## config.mk

```make
export PLATFORM = sky130hd
export DESIGN_NAME = rvv_rt_wb_arbiter
export DESIGN_NICKNAME = d
export VERILOG_FILES = /design/src/rtl/rvv_wb_pkg.sv /design/src/rtl/rvv_wb_fifo.sv /design/src/rtl/rvv_rt_wb_arbiter.sv
export SDC_FILE = /design/constraint.sdc
export NUM_CORES = 1
export LEC_CHECK = 0
export CORE_UTILIZATION = 34
export CTS_BUF_LIST = sky130_fd_sc_hd__clkbuf_8 sky130_fd_sc_hd__clkbuf_16
export CTS_CLUSTER_SIZE = 25
export DETAILED_ROUTE_END_ITERATION = 10
export SYNTH_ARGS = -nofsm -noshare
export SYNTH_HDL_FRONTEND = slang
export SYNTH_SLANG_ARGS = --single-unit
```

## constraint.sdc

```tcl
create_clock -name clk -period 18.3 [get_ports clk]
set_input_delay 3.66 -clock clk [delete_from_list [all_inputs] [get_ports clk]]
set_output_delay 3.66 -clock clk [all_outputs]
set_load 0.05 [all_outputs]
```

## src/rtl/rvv_wb_pkg.sv

```systemverilog
// Shared types and helpers for the retire-writeback arbiter.
// Supplies fallback values for NUM_RT_UOP and VCSR_VXSAT_WIDTH.
`ifndef NUM_RT_UOP
`define NUM_RT_UOP 4
`endif
`ifndef VCSR_VXSAT_WIDTH
`define VCSR_VXSAT_WIDTH 1
`endif

package rvv_wb_pkg;

    localparam int WB_DEPTH_DEFAULT = 4;
    localparam int WB_ADDR_W        = 5;
    localparam int WB_DATA_W        = 32;

    typedef struct packed {
        logic [WB_ADDR_W-1:0] addr;
        logic [WB_DATA_W-1:0] data;
    } wb_entry_t;

    function automatic int wb_cnt_w(input int depth);
        return $clog2(depth + 1);
    endfunction

endpackage

```

## src/rtl/rvv_wb_fifo.sv

```systemverilog
// Multi-push / single-pop FIFO for one writeback destination.
// Pushes land in ascending port order; pointers wrap modulo DEPTH.
module rvv_wb_fifo
    import rvv_wb_pkg::*;
#(
    parameter int DEPTH = WB_DEPTH_DEFAULT,
    parameter int NP    = 4,
    parameter int W     = 37,
    parameter int CW    = wb_cnt_w(DEPTH)
) (
    input  logic          clk,
    input  logic          rstn,
    input  logic [NP-1:0] push,
    input  logic [NP*W-1:0] push_data,
    input  logic          pop,
    output logic          head_valid,
    output logic [W-1:0]  head_data,
    output logic [CW-1:0] count
);

    localparam int PW = (DEPTH > 1) ? $clog2(DEPTH) : 1;

    logic [W-1:0]  mem [DEPTH];
    logic [PW-1:0] wr_ptr;
    logic [PW-1:0] rd_ptr;
    logic [PW-1:0] wr_next;
    logic [PW-1:0] rd_next;
    logic [PW-1:0] idx [NP];
    logic [CW-1:0] n_push;
    logic          pop_fire;

    // Add an offset to a pointer and fold it back into 0..DEPTH-1
    function automatic logic [PW-1:0] wrap(input int base, input int off);
        int s;
        s = base + off;
        if (s >= DEPTH) s = s - DEPTH;
        return PW'(s);
    endfunction

    assign head_valid = (count != '0);
    assign head_data  = mem[rd_ptr];
    assign pop_fire   = pop & head_valid;

    // Slot of each push port: write pointer plus enabled ports below it
    always_comb begin
        int off;
        off = 0;
        for (int i = 0; i < NP; i++) begin
            idx[i] = wrap(int'(wr_ptr), off);
            if (push[i]) off++;
        end
        n_push  = CW'(off);
        wr_next = wrap(int'(wr_ptr), off);
        rd_next = wrap(int'(rd_ptr), 1);
    end

    // Storage write; the caller only pushes into free entries
    always_ff @(posedge clk) begin
        for (int i = 0; i < NP; i++) begin
            if (push[i]) mem[idx[i]] <= push_data[i*W +: W];
        end
    end

    // Pointers and occupancy
    always_ff @(posedge clk) begin
        if (!rstn) begin
            wr_ptr <= '0;
            rd_ptr <= '0;
            count  <= '0;
        end else begin
            wr_ptr <= wr_next;
            if (pop_fire) rd_ptr <= rd_next;
            count <= count + n_push - CW'(pop_fire);
        end
    end

endmodule

```

## src/rtl/rvv_rt_wb_arbiter.sv

```systemverilog
// Retire-writeback arbiter: in-order prefix acceptance into X/F FIFOs.
// RVV_WB_FLOAT_EN enables the FRF FIFO; otherwise float slots are dropped.
`ifndef NUM_RT_UOP
`define NUM_RT_UOP 4
`endif
`ifndef VCSR_VXSAT_WIDTH
`define VCSR_VXSAT_WIDTH 1
`endif

module rvv_rt_wb_arbiter
    import rvv_wb_pkg::*;
#(
    parameter int NUM_SLOTS = `NUM_RT_UOP,
    parameter int DEPTH     = WB_DEPTH_DEFAULT,
    parameter int ADDR_W    = 5,
    parameter int DATA_W    = 32
) (
    input  logic                        clk,
    input  logic                        rstn,
    input  logic [NUM_SLOTS-1:0]        slot_valid_i,
    input  logic [NUM_SLOTS-1:0]        slot_is_float_i,
    input  logic [NUM_SLOTS*ADDR_W-1:0] slot_addr_i,
    input  logic [NUM_SLOTS*DATA_W-1:0] slot_data_i,
    output logic [NUM_SLOTS-1:0]        slot_ready_o,
    output logic                        xrd_valid_o,
    output logic [ADDR_W-1:0]           xrd_addr_o,
    output logic [DATA_W-1:0]           xrd_data_o,
    input  logic                        xrd_ready_i,
    output logic                        frd_valid_o,
    output logic [ADDR_W-1:0]           frd_addr_o,
    output logic [DATA_W-1:0]           frd_data_o,
    input  logic                        frd_ready_i,
    input  logic                        vxsat_valid_i,
    input  logic [`VCSR_VXSAT_WIDTH-1:0] vxsat_i,
    input  logic                        vxsat_clr_i,
    output logic [`VCSR_VXSAT_WIDTH-1:0] vxsat_o,
    output logic [$clog2(DEPTH+1)-1:0]  xrf_count_o,
    output logic [$clog2(DEPTH+1)-1:0]  frf_count_o,
    output logic                        idle_o,
    output logic                        drop_err_o
);

    localparam int CW = wb_cnt_w(DEPTH);
    localparam int EW = ADDR_W + DATA_W;

    logic [NUM_SLOTS*EW-1:0] entries;
    logic [NUM_SLOTS-1:0]    x_push;
    logic [NUM_SLOTS-1:0]    f_push;
    logic [NUM_SLOTS-1:0]    drop_mask;
    logic [EW-1:0]           x_head;
    logic [CW-1:0]           x_count;

    // Pack each slot as {addr, data} for the FIFOs
    always_comb begin
        for (int i = 0; i < NUM_SLOTS; i++) begin
            entries[i*EW +: EW] = {slot_addr_i[i*ADDR_W +: ADDR_W],
                                   slot_data_i[i*DATA_W +: DATA_W]};
        end
    end

    // In-order prefix acceptance against registered free space
    always_comb begin
        int   x_free;
        int   f_free;
        int   x_need;
        int   f_need;
        logic ok;
        x_free    = DEPTH - int'(x_count);
        f_free    = DEPTH - int'(frf_count_o);
        x_need    = 0;
        f_need    = 0;
        ok        = 1'b1;
        x_push    = '0;
        f_push    = '0;
        drop_mask = '0;
        for (int i = 0; i < NUM_SLOTS; i++) begin
            if (slot_valid_i[i]) begin
                if (slot_is_float_i[i]) begin
`ifdef RVV_WB_FLOAT_EN
                    f_need++;
                    if (ok && f_need <= f_free) f_push[i] = 1'b1;
                    else ok = 1'b0;
`else
                    if (ok) drop_mask[i] = 1'b1;
`endif
                end else begin
                    x_need++;
                    if (ok && x_need <= x_free) x_push[i] = 1'b1;
                    else ok = 1'b0;
                end
            end
        end
        slot_ready_o = x_push | f_push | drop_mask;
    end

    rvv_wb_fifo #(
        .DEPTH (DEPTH),
        .NP    (NUM_SLOTS),
        .W     (EW),
        .CW    (CW)
    ) u_xrf_fifo (
        .clk        (clk),
        .rstn       (rstn),
        .push       (x_push),
        .push_data  (entries),
        .pop        (xrd_ready_i),
        .head_valid (xrd_valid_o),
        .head_data  (x_head),
        .count      (x_count)
    );

    assign xrd_addr_o  = x_head[EW-1 -: ADDR_W];
    assign xrd_data_o  = x_head[DATA_W-1:0];
    assign xrf_count_o = x_count;

`ifdef RVV_WB_FLOAT_EN
    logic [EW-1:0] f_head;

    rvv_wb_fifo #(
        .DEPTH (DEPTH),
        .NP    (NUM_SLOTS),
        .W     (EW),
        .CW    (CW)
    ) u_frf_fifo (
        .clk        (clk),
        .rstn       (rstn),
        .push       (f_push),
        .push_data  (entries),
        .pop        (frd_ready_i),
        .head_valid (frd_valid_o),
        .head_data  (f_head),
        .count      (frf_count_o)
    );

    assign frd_addr_o = f_head[EW-1 -: ADDR_W];
    assign frd_data_o = f_head[DATA_W-1:0];
`else
    logic unused_frd;

    assign frd_valid_o = 1'b0;
    assign frd_addr_o  = '0;
    assign frd_data_o  = '0;
    assign frf_count_o = '0;
    assign unused_frd  = &{1'b0, frd_ready_i, f_push};
`endif

    assign idle_o = (xrf_count_o == '0) && (frf_count_o == '0);

    // Sticky vxsat; an update in the same cycle as a clear survives it
    always_ff @(posedge clk) begin
        if (!rstn) begin
            vxsat_o <= '0;
        end else if (vxsat_clr_i) begin
            vxsat_o <= vxsat_valid_i ? vxsat_i : '0;
        end else if (vxsat_valid_i) begin
            vxsat_o <= vxsat_o | vxsat_i;
        end
    end

    // Sticky flag for float slots consumed without a destination
    always_ff @(posedge clk) begin
        if (!rstn) begin
            drop_err_o <= 1'b0;
        end else if (|drop_mask) begin
            drop_err_o <= 1'b1;
        end
    end

endmodule
```

==> results.py <==
metrics = {
    "clock_network": {
        "clk_pin_slew_worst_paths_ps": 70,
        "cts-root-buf": "clkbuf_16",
        "cts_buffers": 17,
        "postCtsHoldBufs": 0,
        "cts_tree": "yes",
        "clock_latency_ps": 440,
        "cts_resized": 0,
        "post_cts_buffers": 0,
        "htree_levels": 4,
        "cts_buffer_depth": 2,
        "clock_sinks": 159,
    },
    "global_routing": {
        "overflow": 0,
        "grt_pass1_wl_um": 62670,
        "antenna_found_initial": 2,
        "grt_max_degree": 39,
        "grt_pass1_vias": 10088,
        "track_usage_pct": 23.80,
    },
    "finish": {
        "multi_input_area_mm2": 0.006674,
        "drive_gt1_share_pct": 20.31,
        "synthToLayoutAreaGrowth_pct": 23.82,
        "seq_area_mm2": 0.004669,
        "nFillCells": 3328,
        "nets": 1445,
    },
    "synthesis": {
        "yosys.area.top_type": "edfxtp_1",
        "synth_edf_count": 148,
        "synth.distinct_cells": 57,
        "synth_most_common_cell": "nand2_1",
        "yosysTopAreaCellShare_pct": 37.17,
        "syn-instance-count": 1097,
        "synthTopCellsByArea": "edfxtp_1 37%, a2bb2oi_1 11%, mux2_2 9.1%, mux4_2 7.0%, a21oi_1 6.7%",
        "async_flop_share_pct": 0,
        "synth_flop_cell": "edfxtp_1",
        "ys_ff_latch": 159,
        "yosysSeqAreaShare_pct": 39.01,
        "syn_area_per_cell_um2": 10.90,
        "syn_area_mm2": 0.01196,
        "synthTopCellsByCount": "168 x nand2_1, 159 x a21oi_1, 148 x edfxtp_1",
        "yosysWarnings": 0,
    },
    "floorplanning": {
        "coreArea_mm2": 0.03454,
        "start_util_pct": 34.61,
        "io-pin-count": 252,
        "num_rows": 68,
        "dieArea_mm2": 0.03592,
        "die_x_um": 189.5,
        "fp.dieH_um": 189.5,
    },
    "run_status": {
        "status": "finished clean",
    },
    "timing": {
        "clock_skew_ps": 12.46,
        "hold_violations": 0,
        "finalCritPeriodShare_pct": 64.93,
        "fmax_ghz": 0.08416,
        "setup-violations-final": 0,
        "tightest_slew_ps": 1262,
        "period_needed_ps": 11880,
        "drv_slew": 0,
        "relSlewSlack_pct": 15.84,
        "rsz0062_at_grt": "no",
        "setup_ws_ps": 6418,
        "fin_setup_tns_ps": 0,
    },
    "routing": {
        "routed_wl_um": 43280,
        "wire_per_inst_um": 25.04,
        "vias_per_cell": 5.830,
        "drc": 0,
        "drt_iter0_drc": 952,
        "vias": 10075,
        "drtPass1Iterations": 5,
        "detail-route-antenna-nets": 0,
    },
    "pwr": {
        "p_leak_nw": 5.541,
        "vdd_ir_drop_max_v": 0.00008799,
        "power.density_mw_per_mm2": 168.5,
    },
    "setup_path": {
        "cp-end-kind": "primary output",
        "criticalPathCategory": "in -> out",
        "start_kind": "input port",
        "crit_required_ps": 14640,
        "crit_arrival_ps": 8220,
        "critPathMaxFanout": 5,
    },
    "placement": {
        "gp_congestion": 0.8065,
        "place_ws_ps": 6418,
        "io_buffers": 209,
        "post-dp-hpwl_um": 24590,
    },
    "worst_hold_path": {
        "hold_path.class": "reg -> reg",
    },
    "run": {
        "max_cap_viol_count": 0,
    },
}
-- cells by family (layout without fill, tap and decap cells) --
family          after synthesis  after routing  synth area share (%)
xor+xnor                     16             16                 1.172
simple gates                236            236                 8.686
fa+ha+maj                    25             25                 2.679
buf+inv                     143            276                 7.137
flops                       159            159                 39.01
mux                         188            188                 22.40
compound gates              329            329                 18.88
other cells                   1             44               0.03136
-- layout make-up --
| cell class | instances | share of cell area, % |
|---|---|---|
| sequential | 159 | 31.54 |
| multi-input combinational | 835 | 45.08 |
| clock inverter | 15 | 1.107 |
| clock buffer | 17 | 2.874 |
| tap | 455 | 3.846 |
| timing repair buffer | 228 | 15.09 |
| inverter | 16 | 0.4057 |
| antenna | 3 | 0.05071 |
-- metrics by stage --
step                      hold WS (ps)  utilization (%)  cells  power (W)  area [um^2]
after global placement           474.9            41.13   1693   0.002120        14210
after floorplan                  550.4                -   1137   0.001683        12110
final                            484.5            42.86   1728   0.002494        14800
after CTS                        493.3            42.84   1725   0.002496        14800
after global routing             528.3            42.84   1726   0.002612        14800
after detailed placement         483.2            41.13   1693   0.002138        14210
-- worst paths after layout --
| check | startpoint | to | slack [ps] | cells after the start |
|---|---|---|---|---|
| max | slot_is_float_i[0] | slot_ready_o[3] | 6420 | 17 |
| min | vxsat_o$_SDFFE_PN0P_ | vxsat_o$_SDFFE_PN0P_ | 480 | 2 |
| max reg2reg | u_xrf_fifo.count[0]$_SDFF_PN0_ | u_xrf_fifo.mem[3][21]$_DFFE_PP_ | 11890 | 17 |
| min reg2reg | vxsat_o$_SDFFE_PN0P_ | vxsat_o$_SDFFE_PN0P_ | 480 | 2 |
-- placed cells by master, fill, tap and decap left out, types with 3 or more instances in the layout --
| master | n |
|---|---|
| diode_2 | 3 |
| inv_8 | 5 |
| inv_6 | 3 |
| a22oi_1 | 3 |
| buf_4 | 19 |
| conb_1 | 41 |
| nand3_1 | 6 |
| a21oi_1 | 157 |
| clkinv_8 | 3 |
| nand2_1 | 165 |
| nand2_2 | 3 |
| o21ai_0 | 5 |
| nor3_2 | 3 |
| and2_1 | 9 |
| o21a_1 | 3 |
| clkbuf_16 | 17 |
| mux2_1 | 14 |
| nor2b_1 | 7 |
| nand3_2 | 3 |
| ha_1 | 24 |
| xor2_1 | 7 |
| nor3_1 | 4 |
| clkdlybuf4s50_1 | 209 |
| inv_1 | 14 |
| edfxtp_1 | 148 |
| nor2_1 | 9 |
| mux4_2 | 37 |
| or3_2 | 3 |
| mux2_2 | 97 |
| dfxtp_1 | 9 |
| a2bb2oi_1 | 144 |
| and3_2 | 5 |
| mux2_4 | 39 |
| xnor2_1 | 9 |
-- sequential cells by signal, summed over array words and instances, names as in the netlist, named ones only --
| signal | flops |
|---|---|
| vxsat_o | 1 |
| u_xrf_fifo.rd_ptr | 2 |
| u_xrf_fifo.mem | 148 |
| drop_err_o | 1 |
| u_xrf_fifo.wr_ptr | 2 |
| u_xrf_fifo.count | 3 |
-- metal layers --
| layer | up-vias | wire length [um] | part of all wire (%) | track usage (%) |
|---|---|---|---|---|
| li1 | 4436 | - | - | - |
| met1 | 4963 | 18230 | 42 | 31.83 |
| met2 | 589 | 20200 | 47 | 38.39 |
| met3 | 87 | 3833 | 8.9 | 4.541 |
| met4 | 0 | 1015 | 2.3 | 8.096 |
| met5 | - | 0 | 0 | 0 |
-- critical path, cell delays in order --
cell,delay [ps]
clkdlybuf4s50_1,500
nand2b_1,210
inv_1,140
ha_1,290
a21oi_1,230
inv_1,110
ha_1,350
mux2_2,280
ha_1,280
ha_1,280
nor2b_1,130
o21ai_0,140
a21oi_1,100
nor3_1,370
nand2_1,220
nand2_1,140
clkdlybuf4s50_1,810
-- power by group --
| group | leakage [nW] | switching [W] | internal (W) |
|---|---|---|---|
| logic | 3.80 | 0.000890 | 0.000573 |
| registers | 1.46 | 0.0000577 | 0.000615 |
| clock network | 0.283 | 0.000175 | 0.000183 |
| total | 5.54 | 0.00112 | 0.00137 |
No activity file was read; power rests on OpenSTA's default activity.
==> variant 1, RTL diff (same flow settings) <==
Put a register stage on the output `xrf_count_o`, with the module's reset. The value now appears one clock later. The other outputs are not delayed to match.
--- a/src/rtl/rvv_rt_wb_arbiter.sv
+++ b/src/rtl/rvv_rt_wb_arbiter.sv
@@ -42,6 +42,8 @@
 
     localparam int CW = wb_cnt_w(DEPTH);
     localparam int EW = ADDR_W + DATA_W;
+
+    logic [$clog2(DEPTH+1)-1:0] xrf_count_d;
 
     logic [NUM_SLOTS*EW-1:0] entries;
     logic [NUM_SLOTS-1:0]    x_push;
@@ -111,7 +113,7 @@
 
     assign xrd_addr_o  = x_head[EW-1 -: ADDR_W];
     assign xrd_data_o  = x_head[DATA_W-1:0];
-    assign xrf_count_o = x_count;
+    assign xrf_count_d = x_count;
 
 `ifdef RVV_WB_FLOAT_EN
     logic [EW-1:0] f_head;
@@ -144,7 +146,7 @@
     assign unused_frd  = &{1'b0, frd_ready_i, f_push};
 `endif
 
-    assign idle_o = (xrf_count_o == '0) && (frf_count_o == '0);
+    assign idle_o = (xrf_count_d == '0) && (frf_count_o == '0);
 
     // Sticky vxsat; an update in the same cycle as a clear survives it
     always_ff @(posedge clk) begin
@@ -166,4 +168,12 @@
         end
     end
 
+    always_ff @(posedge clk) begin
+        if (!rstn) begin
+            xrf_count_o <= '0;
+        end else begin
+            xrf_count_o <= xrf_count_d;
+        end
+    end
+
 endmodule
Check against the original RTL: not equivalent (Yosys sat finds a counterexample within 4 cycles, from zero or initial values and one cycle with rstn low).
==> variant 1 against the unedited design <==
- sequential cell count grew 3
- worst setup slack gained 0.21 ns
- combinational power shrank 10%
- design area grew 0.92%
- global-route usage shrank 4.2 points
- total power shrank 4.4%
- routed wire length shrank 18%
- clock power grew 9.7%
- maximum frequency grew 1.8%
- area after synthesis grew 0.41%
==> variant 1: results (changes against the unedited design) <==
Pwr
  – Max VDD drop: 0.121 mV (+38%)
  – Leakage Power: 5.33 nW (-3.9%)

Global route
  – Antenna violations before repair: 0 (-2)
  – Vias in the first global route: 8839 (-12%)
  – Largest net degree at the start of global routing: 75 (+92%)
  – Global-route wire length before repair: 52800 um (-16%)

Cells and area
  – ANT cells: 0 (-3)
  – Plain + repair buffers: 226 (-0.88%)
  – Multi-Input Combinational: 824 (-1.3%)
  – Sequential cells: 162 (+1.9%)
  – Fill cells: 3247 (-2.4%)
  – Fraction of area in multi-input gates: 0.449 (-0.00202)
  – Non-clock buffering overhead: 0.149 (-0.00238)

Run status
  – Status: complete, no violations

Critical path
  – Flop2flop setup slack: 12.89 ns (+1.00 ns)
  – R2r endpoint: u_xrf_fifo.mem[3][26]

Routing
  – DRT Wirelength: 35400 um (-18%)
  – 1st-iter DRT viols: 534 (-44%)
  – TritonRoute pass-1 iters: 4 (-1)

Timing
  – Min Hold Slack: 0.493 ns (+0.00832 ns)
  – Worst Max-Slew Pin Slew: 0.919 ns (-0.343 ns)
  – Clock Skews: 0.0111 ns (-0.00138 ns)

Placement
  – Dpl hpwl: 21400 um (-13%)
  – Pre-CTS WS: 6.64 ns (+0.223 ns)

Yosys
  – Sequential fraction of the synthesis area: 0.394 (+0.00342)
  – Synth top cells by count: nand2_1 (164), mux2i_1 (150), edfxtp_1 (148)
  – Synth area leaders: edfxtp_1 (37%), mux2i_1 (13%), mux2_2 (10%), mux4_2 (6.9%), nand2_1 (5.1%)
variant 1: cell count changes after synthesis, moves of 5 or more:
cell,before,now
mux2_4,39,0
buf_2,30,37
mux2i_1,1,150
mux2_2,97,108
clkbuf_1,37,16
a2bb2oi_1,144,0
mux2_1,14,41
o21ai_0,5,107
nor2b_1,7,2
nand3_1,9,3
and3_1,6,1
o21ai_1,2,47
a21oi_1,159,10
variant 1: per-layer routing:
metal / vias to the layer above / share of wire / global-route usage
met5: - / 0 / 0
met4: 0 / 0.010 / 0.0425
met3: 25 / 0.052 / 0.0269
met2: 287 / 0.49 / 0.332
met1: 4363 / 0.45 / 0.264
li1: 4262 / - / -
variant 1: per-stage QoR:
stage	instances	instance area, sq um
2_1_floorplan	1122	12200
3_3_place_gp	1685	14300
3_5_place_dp	1685	14300
4_1_cts	1717	14900
5_1_grt	1717	14900
6_report	1717	14900
variant 1: power by group:
group / switching (W) / internal (W)
Combinational: 0.000794 / 0.000513
Clock: 0.000160 / 0.000234
Sequential: 0.0000612 / 0.000621
Total: 0.00102 / 0.00137
variant 1: kinds of logic (layout without fill, tap and decap cells):
kind of cell	count (synthesis)	in the layout	share of synthesized area
buffers and inverters	136	276	0.0673
other	1	41	0.000312
adder cells (fa/ha/maj)	25	25	0.0267
AO/OA/AOI/OAI	180	180	0.0825
flip-flops	162	162	0.394
XOR/XNOR	17	17	0.0124
AND/OR/NAND/NOR	225	225	0.0830
multiplexers	336	336	0.334
variant 1: critical path: cells and delay by family:
kind	cells	cell delay [ns]
buf+inv	4	1.55
fa+ha+maj	4	1.21
compound gates	4	0.80
simple gates	3	0.53
mux	1	0.27
==> variant 2, RTL diff (same flow settings) <==
Made on the original files. The option `RVV_WB_FLOAT_EN` is turned on by a define.
--- a/src/rtl/rvv_rt_wb_arbiter.sv
+++ b/src/rtl/rvv_rt_wb_arbiter.sv
@@ -1,5 +1,7 @@
 // Retire-writeback arbiter: in-order prefix acceptance into X/F FIFOs.
 // RVV_WB_FLOAT_EN enables the FRF FIFO; otherwise float slots are dropped.
+`define RVV_WB_FLOAT_EN
+
 `ifndef NUM_RT_UOP
 `define NUM_RT_UOP 4
 `endif
Behaviour: not the same (Yosys sat finds a counterexample within 4 cycles, from zero or initial values and one cycle with rstn low).
==> variant 2 against the unedited design <==
- non-clock buffer count rose by 58
- critical path depth stayed put
- design area is 93% higher
- sequential cell count up 156
- area after synthesis increased by 98%
- clock skew grew 0.021 ns
- worst setup slack worse by 0.30 ns
- total power grew 83%
- routed wire length grew 79%
- sequential power up 89%
- critical path type unchanged
==> variant 2: results (changes against the unedited design) <==
Yosys
  – Number of enable flip-flop cells after synthesis: 296 (+100%)
  – Synth cell types: 62 (+8.8%)
  – Cells after Synth: 1689 (+54%)
  – Synth area leaders: mux2_2 (41%), edfxtp_1 (37%), mux4_2 (7.0%), ha_1 (2.5%), dfxtp_1 (1.6%)

Global route
  – Total GRT Usage: 0.216 (-0.0219)

Pwr
  – Leakage Power: 9.63 nW (+74%)
  – Internal: 0.00268 W (+95%)
  – Max VDD drop: 0.118 mV (+34%)

Routing
  – DR WL/cell: 27.0 um (+7.9%)
  – DR vias/cell: 5.53 (-5.1%)
  – 1st-iter DRT viols: 919 (-3.5%)

Cells and area
  – Share of layout cells above drive strength 1: 0.559 (+0.356)
  – Fill cells: 6311 (+90%)

Placement
  – Dpl hpwl: 47200 um (+92%)
  – Final RePlAce weighted congestion: 0.783 (-2.9%)
  – Pre-CTS WS: 6.12 ns (-0.294 ns)
  – IO Port Bufs: 250 (+20%)
  – Placed instance count: 2788 (+65%)

Critical path
  – R2r endpoint: u_xrf_fifo.mem[0][12]
  – Flop2flop setup slack: 11.95 ns (+0.06 ns)

Timing
  – Worst Max-Slew Pin Slew: 1.30 ns (+0.0350 ns)
  – Clock Skews: 0.0335 ns (+0.0210 ns)

Clocking
  – CTS max path bufs: 3 (+1)
  – Worst skew pair latency: 0.58 ns (+0.14 ns)

Run status
  – Status: complete, no violations
-- variant 2: power groups by stage --
stage,clock [W],combinational (W),sequential [W]
2_1_floorplan,0,0.00167,0.00123
3_3_place_gp,0,0.00241,0.00128
3_5_place_dp,0,0.00244,0.00129
4_1_cts,0.000880,0.00245,0.00128
5_1_grt,0.000905,0.00256,0.00130
6_report,0.000866,0.00242,0.00127
-- variant 2: kinds of logic after synthesis --
group,share of synthesized area
flip-flops,0.391
other,0.000158
buffers and inverters,0.0304
AND/OR/NAND/NOR,0.0312
XOR/XNOR,0.0111
adder cells (fa/ha/maj),0.0270
multiplexers,0.494
AO/OA/AOI/OAI,0.0154
-- variant 2: worst max-delay path by stage --
| stage | slack [ns] | cells after the start | to |
|---|---|---|---|
| 2_1_floorplan | 7.70 | 15 | slot_ready_o[3] |
| 3_3_place_gp | 6.21 | 17 | slot_ready_o[3] |
| 3_5_place_dp | 6.12 | 17 | slot_ready_o[3] |
| 4_1_cts | 6.10 | 17 | slot_ready_o[3] |
| 5_1_grt | 5.85 | 17 | slot_ready_o[3] |
| 6_report | 6.12 | 17 | slot_ready_o[3] |
-- variant 2: layer usage --
metal	routed length (um)	track usage	up-vias
met2	37400	0.365	419
met1	34000	0.285	8229
met4	1730	0.0604	8
met3	4110	0.0341	98
met5	57	0	-
li1	-	-	7086
-- variant 2: critical path, delay by kind of cell --
| family | cells | cell delay [ns] |
|---|---|---|
| multiplexers | 1 | 0.28 |
| AND/OR/NAND/NOR | 4 | 1.03 |
| AO/OA/AOI/OAI | 4 | 0.77 |
| buffers and inverters | 4 | 1.56 |
| adder cells (fa/ha/maj) | 4 | 1.22 |
-- variant 2: area by class of cell --
type                    instances  area [sq um]  area share
clock inverters                31           374      0.0131
diodes                          2          5.00    0.000175
repair buffers                286          2770      0.0968
well taps                     931          1160      0.0407
inverters                      33           124     0.00432
flip-flops and latches        315          9280       0.324
multi-input cells            1223         13900       0.484
clock buffers                  43          1050      0.0368
-- variant 2: stage by stage --
stage | instance area, sq um | hold WS (ns)
finish | 28600 | 0.478
global route | 28600 | 0.522
CTS | 28600 | 0.492
detailed placement | 27200 | 0.481
global placement | 27200 | 0.469
floorplan | 23700 | 0.485
